## src/rtl/ext_pipe.sv

```systemverilog
// ext_pipe: pipelined immediate/data extender with valid/ready on both sides.
// The extension mode is applied as data enters stage 0; later stages only carry
// the result. DEPTH register stages sit between in_* and out_*.
module ext_pipe #(
  parameter int IN_W  = 16,
  parameter int OUT_W = 32,
  parameter int DEPTH = 2
) (
  input  logic             clk,
  input  logic             reset,
  input  logic             in_valid,
  output logic             in_ready,
  input  logic [IN_W-1:0]  in_data,
  input  logic [2:0]       in_op,
  output logic             out_valid,
  input  logic             out_ready,
  output logic [OUT_W-1:0] out_data,
  output logic             out_err,
  output logic [2:0]       occupancy
);

  localparam int E = OUT_W - IN_W;

  logic [OUT_W-1:0] sext;
  logic [OUT_W-1:0] ext_data;
  logic             ext_err;
  logic             rdy_acc;
  logic [DEPTH-1:0] rdy;

  logic [DEPTH-1:0] v_q, v_d, up_v;
  logic [DEPTH-1:0] err_q, err_d, up_err;
  logic [OUT_W-1:0] data_q  [DEPTH];
  logic [OUT_W-1:0] data_d  [DEPTH];
  logic [OUT_W-1:0] up_data [DEPTH];

  // Extension of the incoming field according to in_op
  always_comb begin
    sext     = {{E{in_data[IN_W-1]}}, in_data};
    ext_data = '0;
    ext_err  = 1'b0;
    case (in_op)
      3'b000:  ext_data = {{E{1'b0}}, in_data};
      3'b001:  ext_data = sext;
      3'b010:  ext_data = {in_data, {E{1'b0}}};
      3'b011:  ext_data = sext << 2;
      3'b100:  ext_data = {{(OUT_W-8){in_data[7]}}, in_data[7:0]};
      3'b101:  ext_data = {{(OUT_W-8){1'b0}}, in_data[7:0]};
      default: begin
        ext_data = '0;
        ext_err  = 1'b1;
      end
    endcase
  end

  // Ready chain: stage k is ready if it or any stage downstream has a hole,
  // or the consumer accepts. Built as a running OR from the output end so the
  // vector never reads itself.
  always_comb begin
    rdy     = '0;
    rdy_acc = out_ready;
    for (int unsigned i = 0; i < DEPTH; i++) begin
      rdy_acc            = rdy_acc | ~v_q[DEPTH-1-i];
      rdy[DEPTH-1-i]     = rdy_acc;
    end
  end

  // Next state per stage: a ready stage takes whatever sits upstream of it
  always_comb begin
    up_v       = '0;
    up_err     = '0;
    up_data    = '{default: '0};
    up_v[0]    = in_valid;
    up_err[0]  = ext_err;
    up_data[0] = ext_data;
    for (int unsigned k = 1; k < DEPTH; k++) begin
      up_v[k]    = v_q[k-1];
      up_err[k]  = err_q[k-1];
      up_data[k] = data_q[k-1];
    end
    v_d    = v_q;
    err_d  = err_q;
    data_d = data_q;
    for (int unsigned k = 0; k < DEPTH; k++) begin
      if (rdy[k]) begin
        v_d[k] = up_v[k];
        if (up_v[k]) begin
          err_d[k]  = up_err[k];
          data_d[k] = up_data[k];
        end
      end
    end
  end

  // Number of occupied stages
  always_comb begin
    occupancy = '0;
    for (int unsigned k = 0; k < DEPTH; k++) begin
      occupancy = occupancy + 3'(v_q[k]);
    end
  end

  // Stage registers with synchronous active-low clear
  always_ff @(posedge clk) begin
    if (!reset) begin
      v_q   <= '0;
      err_q <= '0;
      for (int unsigned k = 0; k < DEPTH; k++) begin
        data_q[k] <= '0;
      end
    end else begin
      v_q    <= v_d;
      err_q  <= err_d;
      data_q <= data_d;
    end
  end

  assign in_ready  = rdy[0];
  assign out_valid = v_q[DEPTH-1];
  assign out_data  = data_q[DEPTH-1];
  assign out_err   = err_q[DEPTH-1];

endmodule

```

## config.mk

```make
export PLATFORM = sky130hd
export DESIGN_NAME = ext_pipe
export DESIGN_NICKNAME = d
export VERILOG_FILES = /design/src/rtl/ext_pipe.sv
export SDC_FILE = /design/constraint.sdc
export NUM_CORES = 1
export LEC_CHECK = 0
export ABC_CLOCK_PERIOD_IN_PS = 3200
export BUFFER_PORTS_ARGS = -buffer_cell sky130_fd_sc_hd__buf_4
export CAP_MARGIN = 40
export CORE_MARGIN = 3
export CORE_UTILIZATION = 55
export DETAILED_ROUTE_END_ITERATION = 7
export PLACE_DENSITY = 0.87
export SETUP_SLACK_MARGIN = 0.1
export SKIP_CTS_REPAIR_TIMING = 1
export SYNTH_ARGS = -nofsm -noshare
export SYNTH_HDL_FRONTEND = slang
export SYNTH_SLANG_ARGS = --single-unit
export TNS_END_PERCENT = 50
```

## constraint.sdc

```tcl
create_clock -name clk -period 3.2 [get_ports clk]
set_input_delay 0.32 -clock clk [delete_from_list [all_inputs] [get_ports clk]]
set_output_delay 0.32 -clock clk [all_outputs]
set_load 0.1 [all_outputs]
```

**Yosys cells after proc, flatten, opt, wreduce, memory -nomap -nowiden**

Index checks and enable logic that the tools add are counted.

- Add/subtract/negate cells: 1
- Multiplexer cells: 2
- Reduce and logical (&&, ||, !) cells: 4
- Bitwise operators: 4
- Equal/unequal tests: 5

Operators with widths:

| cell | number |
|---|---|
| $pmux W32 S6 | 1 |
| $eq A3 B2 Y1 const B | 2 |
| $eq A3 B3 Y1 const B | 2 |
| $reduce_or A6 Y1 | 1 |
| $reduce_and A2 Y1 | 2 |
| $eq A3 B1 Y1 const B | 1 |
| $logic_not A3 Y1 | 1 |
| $add A1 B1 Y2 | 1 |
| $not A1 Y1 | 2 |
| $or A1 B1 Y1 | 2 |
| $mux W1 | 1 |

- Logic and storage cells: 22
- Register bits after elaboration: 68
- Input port bits: 23

**Logic depth before layout (Yosys ltp)**

Gate-level depths: netlist (run 1).

- Word-level depth: 4
- Mapped depth: 7

**Least setup slack after synthesis (run 1)**

Ideal clock, no wire load.

- Path kind: reg-to-reg
- From: register v_q[1]
- To: register data_q[52] (netlist name)
- Clock period less this slack: 2.337 ns
- Path buffers: 2
- Slack: 0.863 ns
- Required time: 3.080 ns
- Cell stages (with the launch flop): 7
- Setup time: 0.120 ns
- Arrival time: 2.216 ns
- Cell sequence: dfxtp_1 nand3b_4 and3_1 buf_6 nand2_4 buf_8 o21ai_2

- Word-level cells in the longest chain between the ends: 4

RTL lines:

| what | RTL line | RTL |
|---|---|---|
| from (decl) | 30 | `logic [DEPTH-1:0] v_q, v_d, up_v;` |
| from (signal assigned) | 111 | `v_q <= v_d;` |
| $not A1 Y1 | 62 | `rdy_acc = rdy_acc \| ~v_q[DEPTH-1-i];` |
| $or A1 B1 Y1 (2 in series) | 62 |  |
| net in_ready | 12 | `output logic in_ready,` |
| $reduce_and A2 Y1 (no source line) | n/a |  |
| to (signal assigned) | 113 | `data_q <= data_d;` |
| to (decl) | 32 | `logic [OUT_W-1:0] data_q [DEPTH];` |

The timed path passes the listed nets, and every way through them passes these cells.
A chain may end at the register's enable or synchronous reset.

**Final worst setup path (run 1)**

- From: register v_q[1]
- To: output occupancy[0]

- Word-level cells in the longest chain between the ends: 1

RTL lines:

| what | RTL line | RTL |
|---|---|---|
| $add A1 B1 Y2 | 98 | `occupancy = occupancy + 3'(v_q[k]);` |
| to (decl) | 19 | `output logic [2:0] occupancy` |

Every way passes these cells.

==> results of run 1 <==
[layer usage]
metal | track usage, % | wire, um | vias up | part of all wire [%]
met5 | 0 | 0 | - | 0
met4 | 8.618 | 116 | 0 | 1.7
met3 | 5.754 | 408 | 12 | 6.1
met2 | 34.84 | 3377 | 84 | 50
met1 | 22.37 | 2798 | 1201 | 42
li1 | - | - | 1298 | -
[layout make-up]
type                    instances  area (um^2)  share of cell area, %
multi-input cells             245         1435                  39.50
inverters                       8        30.03                 0.8264
flip-flops and latches         68         1361                  37.47
well taps                      72        90.09                  2.479
clock buffers                  11        141.4                  3.891
repair buffers                 62        500.5                  13.77
clock inverters                 5        75.07                  2.066
[tightest hold or removal path: stages]
cell and delay [ps]:
sky130_fd_sc_hd__buf_4 120, sky130_fd_sc_hd__inv_1 40, sky130_fd_sc_hd__a21boi_0 60
[worst paths after layout]
path                startpoint      endpoint  slack (ps)  cells past startpoint
setup reg to reg        v_q[1]  out_data[16]        1650                      5
hold reg to reg   out_data[27]  out_data[27]         450                      2
setup / recovery        v_q[1]  occupancy[0]        1600                      2
hold / removal        in_valid        v_q[0]         250                      3
[state kept, by name, summed over array words and instances (netlist names)]
name,count
data_q,32
out_data,32
v_q,2
err_q,2
[through the flow]
step	utilization (%)	setup WS (ps)
floorplan	-	863.5
global placement	59.55	1433
detailed placement	60.57	1441
CTS	64.40	1576
global route	64.40	1461
finish	64.40	1603
[where the power goes]
group	total [mW]	switching (mW)	leakage, nW	internal (mW)
registers	0.884	0.0140	0.551	0.870
logic	0.256	0.175	0.757	0.0807
clock network	0.776	0.320	0.113	0.456
total	1.92	0.509	1.42	1.41
[kinds of logic after synthesis]
family / count (synthesis)
adders and majority gates: 1
xor gates and xnor gates: 1
AOI/OAI and AO/OA: 101
buffers and inverters: 72
and+or+nand+nor: 140
muxes: 1
DFF: 68
other: 1
[cells in the mapped netlist (3+ instances only)]
cell type and count:
sky130_fd_sc_hd__inv_1 8, sky130_fd_sc_hd__buf_2 11, sky130_fd_sc_hd__nand3b_1 3, sky130_fd_sc_hd__o21ai_0 3
sky130_fd_sc_hd__clkbuf_1 5, sky130_fd_sc_hd__buf_6 5, sky130_fd_sc_hd__a311oi_1 14, sky130_fd_sc_hd__a21boi_0 34
sky130_fd_sc_hd__a22oi_1 6, sky130_fd_sc_hd__nand3_1 22, sky130_fd_sc_hd__nor2_1 14, sky130_fd_sc_hd__buf_4 41
sky130_fd_sc_hd__nand2b_1 9, sky130_fd_sc_hd__o21ai_2 20, sky130_fd_sc_hd__nor2b_1 6, sky130_fd_sc_hd__nand2_1 80
sky130_fd_sc_hd__o22ai_1 11, sky130_fd_sc_hd__dfxtp_1 68, sky130_fd_sc_hd__a21oi_1 5, sky130_fd_sc_hd__a21boi_1 4
==> flow_metrics.tcl, run 1 <==
set metrics [dict create \
    drtPass1Iterations 5 \
    dr.first_iter.drc_count 161 \
    synth_compound_gate_area_share_pct 23.21 \
    synthesis.instances 385 \
    grt_overflow_total 0 \
    start_util_pct 58.39 \
    postRouteAntennaNets 0 \
    area.growth.synth_to_final_pct 10.29 \
    layout.cells.most_common_list "80 x sky130_fd_sc_hd__nand2_1, 68 x sky130_fd_sc_hd__dfxtp_1, 59 x sky130_fd_sc_hd__buf_4, 34 x sky130_fd_sc_hd__a21boi_0, 22 x sky130_fd_sc_hd__nand3_1" \
    arrival_ps 1280 \
    wire_length_of_the_first_global_routing_pass_um 11300 \
    first_global_vias 2478 \
    post_synth_xor_area_fraction_pct 0.2659 \
    critical_path.n_buffers_inverters 1 \
    post_synth_num_cell_types 33 \
    layout-drive-gt1-share_pct 25.06 \
    clock_path_buffers 2 \
    proportion_of_synthesized_area_in_mux_cells_pct 0.3038 \
    period_share_pct 49.92 \
    total_leakage_power_nw 1.421 \
    synth_async_sr_flop_share_pct 0 \
    synth_top_area_share_pct 41.32 \
    final_common_cell "sky130_fd_sc_hd__nand2_1" \
    placed_cell_area_um2 3417 \
    yosysWarnings 0 \
    largest_family_of_logic_cells_by_synthesized_area "compound AO/OA/AOI/OAI gates" \
    timing.critical_path.slowest_stage_cell "sky130_fd_sc_hd__dfxtp_1" \
    post_drt_wl_per_cell_um 14.23 \
    finish.cell_count_without_fillers 471 \
    status "finished, final reports clean" \
    place.detailed.hpwl_um 4541 \
    clock_tree_from_tritoncts "done" \
    n_antenna_cell 0 \
    post_synthesis_sequential_area_ratio_pct 41.32 \
    setup_total_negative_slack_ps 0 \
    max_freq_ghz 0.6260 \
    syn_avg_cell_area_um2 8.557 \
    die_x_um 83.40 \
    cp_top_family "flip-flops" \
    cp_data_required_time_ps 2880 \
    worstHoldPathType "input port to register" \
    synthesis_stage_register_bit_count 68 \
    vias 2595 \
    hold_viol_final 0 \
    floorplan.die.height_um 83.40 \
    power-per-cell-area_nw_per_um2 527.5 \
    gr-usage-all-layers_pct 19.90 \
    nNetsFinal 418 \
    finalWirelength_um 6701 \
    max_cap_viol_count 0 \
    critical_path_cell_list "ha_1 -> buf_4" \
    dp.cells 455 \
    yosys.area.top_type "sky130_fd_sc_hd__dfxtp_1" \
    tightest_pin_transition_ps 867.9 \
    rsz0062_at_grt "false" \
    timing.clock.skew_ps 7.123 \
    grt_max_degree 70 \
    numPortBuffers 59 \
    fillers 484 \
    drt-vias-per-instance 5.510 \
    ys_top_cells_by_area "sky130_fd_sc_hd__dfxtp_1 41%, sky130_fd_sc_hd__buf_4 9.3%, sky130_fd_sc_hd__nand2_1 9.1%" \
    synth_fa_ha_area_share_pct 0.3798 \
    relSlewSlack_pct 41.93 \
    startpoint_type "register" \
    timing.critical_path.fanout_max 4 \
    core_area_um2 5642 \
    critical_path.max_stage_delay_ps 360 \
    ir_worst_vdd_mv 0.2872 \
    initial_antenna_violation_count 0 \
    clock_tree.htree_level_count 3 \
    total_power_mw 1.917 \
    cts.sink_count 68 \
    synth_flop_type "sky130_fd_sc_hd__dfxtp_1" \
    clock-root-buffer "sky130_fd_sc_hd__clkbuf_8" \
    critPathKind "register to primary output" \
    timing.hold.ws_ps 249.3 \
    synth_simple_gate_area_share_pct 19.29 \
    timing.final.setup_violations 0 \
    dieArea_um2 6955 \
    endpoint_kind "primary output" \
    cell_area_after_technology_mapping_um2 3294 \
    boundaryPins 61 \
    synth_enable_flop_cells 0 \
    clk_transition_reported_paths_ps 70 \
    final.min_clock_period_ps 1597 \
    place.gp.congestion 0.8304 \
    cts_buffers 9 \
    rows 27 \
    maxSlewViolCount 0 \
    mappedNetlistNets 409 \
    clk-insertion-delay-late_ps 350 \
    remaining_drc_errors 0 \
    final_area_um2 3633 \
]
No activity file was read; power rests on OpenSTA's default activity.
==> run 2: changes to the inputs <==
ABC_CLOCK_PERIOD_IN_PS = 1400   (was 3200)
CORE_UTILIZATION = 50   (was 55)
PLACE_DENSITY = 0.84   (was 0.87)
clock period = 1.4 ns   (was 3.2 ns; I/O delays follow)
==> flow_metrics.tcl, run 2 (same netlist as run 1, synthesis figures left out) <==
set metrics [dict create \
    layout-drive-gt1-share_pct 27.45 \
    clock_path_buffers 2 \
    first_global_vias 2442 \
    critical_path_cell_list "ha_4 -> buf_12" \
    endpoint_kind "primary output" \
    total_power_mw 4.321 \
    grt_max_degree 34 \
    final_area_um2 3749 \
    drt-vias-per-instance 5.414 \
    critPathKind "register to primary output" \
    power-per-cell-area_nw_per_um2 1153 \
    dp.cells 468 \
    numPortBuffers 59 \
    critical_path.max_stage_delay_ps 360 \
    rows 28 \
    cp_data_required_time_ps 1260 \
    gr-usage-all-layers_pct 19.24 \
    ir_worst_vdd_mv 0.6695 \
    die_x_um 87.17 \
    n_antenna_cell 0 \
    core_area_um2 6131 \
    timing.hold.ws_ps 59.93 \
    grt_overflow_total 0 \
    drtPass1Iterations 4 \
    max_freq_ghz 0.7734 \
    timing.reg2reg.setup_slack_ps 180 \
    cp_top_family "flip-flops" \
    dr.first_iter.drc_count 147 \
    sw_frac_of_total_pct 26.72 \
    period_share_pct 92.35 \
    finalWirelength_um 6896 \
    cts_buffers 9 \
    clock_tree.htree_level_count 3 \
    comb_power_share_pct 14.5 \
    boundaryPins 61 \
    tightest_pin_transition_ps 911.9 \
    floorplan.die.height_um 87.17 \
    finish.cell_count_without_fillers 483 \
    placed_cell_area_um2 3507 \
    max_cap_viol_count 0 \
    critical_path.n_buffers_inverters 1 \
    relSlewSlack_pct 38.98 \
    startpoint_type "register" \
    timing.critical_path.fanout_max 5 \
    post_drt_wl_per_cell_um 14.28 \
    sequentialPowerShare_pct 46.8 \
    dieArea_um2 7599 \
    layout.cells.most_common_list "80 x sky130_fd_sc_hd__nand2_1, 67 x sky130_fd_sc_hd__buf_4, 66 x sky130_fd_sc_hd__dfxtp_1, 34 x sky130_fd_sc_hd__a21boi_0, 22 x sky130_fd_sc_hd__nand3_1" \
    vias 2615 \
    status "finished, final reports clean" \
    clk-insertion-delay-late_ps 350 \
    total_leakage_power_nw 1.458 \
    remaining_drc_errors 0 \
    proportion_of_power_drawn_by_the_clock_network_pct 38.7 \
    cts.sink_count 68 \
    postRouteAntennaNets 0 \
    clk_transition_reported_paths_ps 70 \
    timing.final.setup_violations 0 \
    initial_antenna_violation_count 0 \
    area.growth.synth_to_final_pct 13.79 \
    timing.critical_path.slowest_stage_cell "sky130_fd_sc_hd__dfxtp_2" \
    maxSlewViolCount 0 \
    place.detailed.hpwl_um 4915 \
    place.gp.congestion 0.9588 \
    arrival_ps 1150 \
    clock-root-buffer "sky130_fd_sc_hd__clkbuf_8" \
    final_common_cell "sky130_fd_sc_hd__nand2_1" \
    clock_tree_from_tritoncts "done" \
    final.min_clock_period_ps 1293 \
    rsz0062_at_grt "true" \
    start_util_pct 53.73 \
    hold_viol_final 0 \
    wire_length_of_the_first_global_routing_pass_um 11450 \
    power.internal_mw 3.166 \
    timing.clock.skew_ps 5.063 \
    switchingPower_mw 1.155 \
    nNetsFinal 428 \
    worstHoldPathType "input port to register" \
]
[run 2: cell count changes in the layout (fill, tap and decap cells not counted), moves of 2 or more]
| cell | change |
|---|---|
| sky130_fd_sc_hd__buf_12 | +4 |
| sky130_fd_sc_hd__buf_4 | +8 |
| sky130_fd_sc_hd__buf_8 | -2 |
| sky130_fd_sc_hd__clkbuf_8 | +2 |
| sky130_fd_sc_hd__clkinv_2 | -3 |
| sky130_fd_sc_hd__dfxtp_1 | -2 |
[run 2: worst paths after layout]
check	endpoint	cells past startpoint	start
setup reg to reg	data_q[56]	5	v_q[0]
setup / recovery	occupancy[0]	2	v_q[0]
hold reg to reg	out_data[27]	2	data_q[59]
hold / removal	v_q[0]	3	in_valid
[run 2: through the flow]
stage | setup TNS [ps] | worst slack, ps | utilization, %
final | 0 | 107.1 | 61.14
after global routing | 0 | 63.69 | 61.14
after CTS | -63.19 | -49.83 | 60.51
after global placement | -79.14 | -9.555 | 57.20
after detailed placement | -71.60 | -38.42 | 57.20
after floorplan | -8305 | -293.8 | -
[run 2: area by class of cell]
cell class	instances	area, um^2
inverters	8	30.03
well taps	75	93.84
repair buffers	72	594.3
clock buffers	14	172.7
flip-flops and latches	68	1366
clock inverters	1	30.03
fillers	514	2382
multi-input cells	245	1461
[run 2: routing by layer]
layer  share of wire [%]  vias to the layer above  GRT usage (%)  routed length, um
met5                   0                        -              0                  0
met4                 1.9                        0          10.60                130
met3                 5.8                       12          4.447                401
met2                  47                       85          28.85               3234
met1                  45                     1209          25.53               3130
li1                    -                     1309              -                  -
[run 2: power groups by stage]
stage               Combinational [mW]  Sequential, mW  Clock (mW)
finish                           0.628            2.02        1.67
global route                     0.676            2.03        1.79
CTS                              0.610            2.02        1.70
detailed placement               0.607            2.06           0
global placement                 0.598            2.06           0
floorplan                        0.464            2.07           0
[run 2: worst reg2reg max path, cell delays in order (launching register included)]
cell and delay, ps:
sky130_fd_sc_hd__dfxtp_2 360, sky130_fd_sc_hd__nand3b_4 110, sky130_fd_sc_hd__and3_4 290, sky130_fd_sc_hd__nand2_8 120, sky130_fd_sc_hd__buf_12 170, sky130_fd_sc_hd__o21ai_2 110
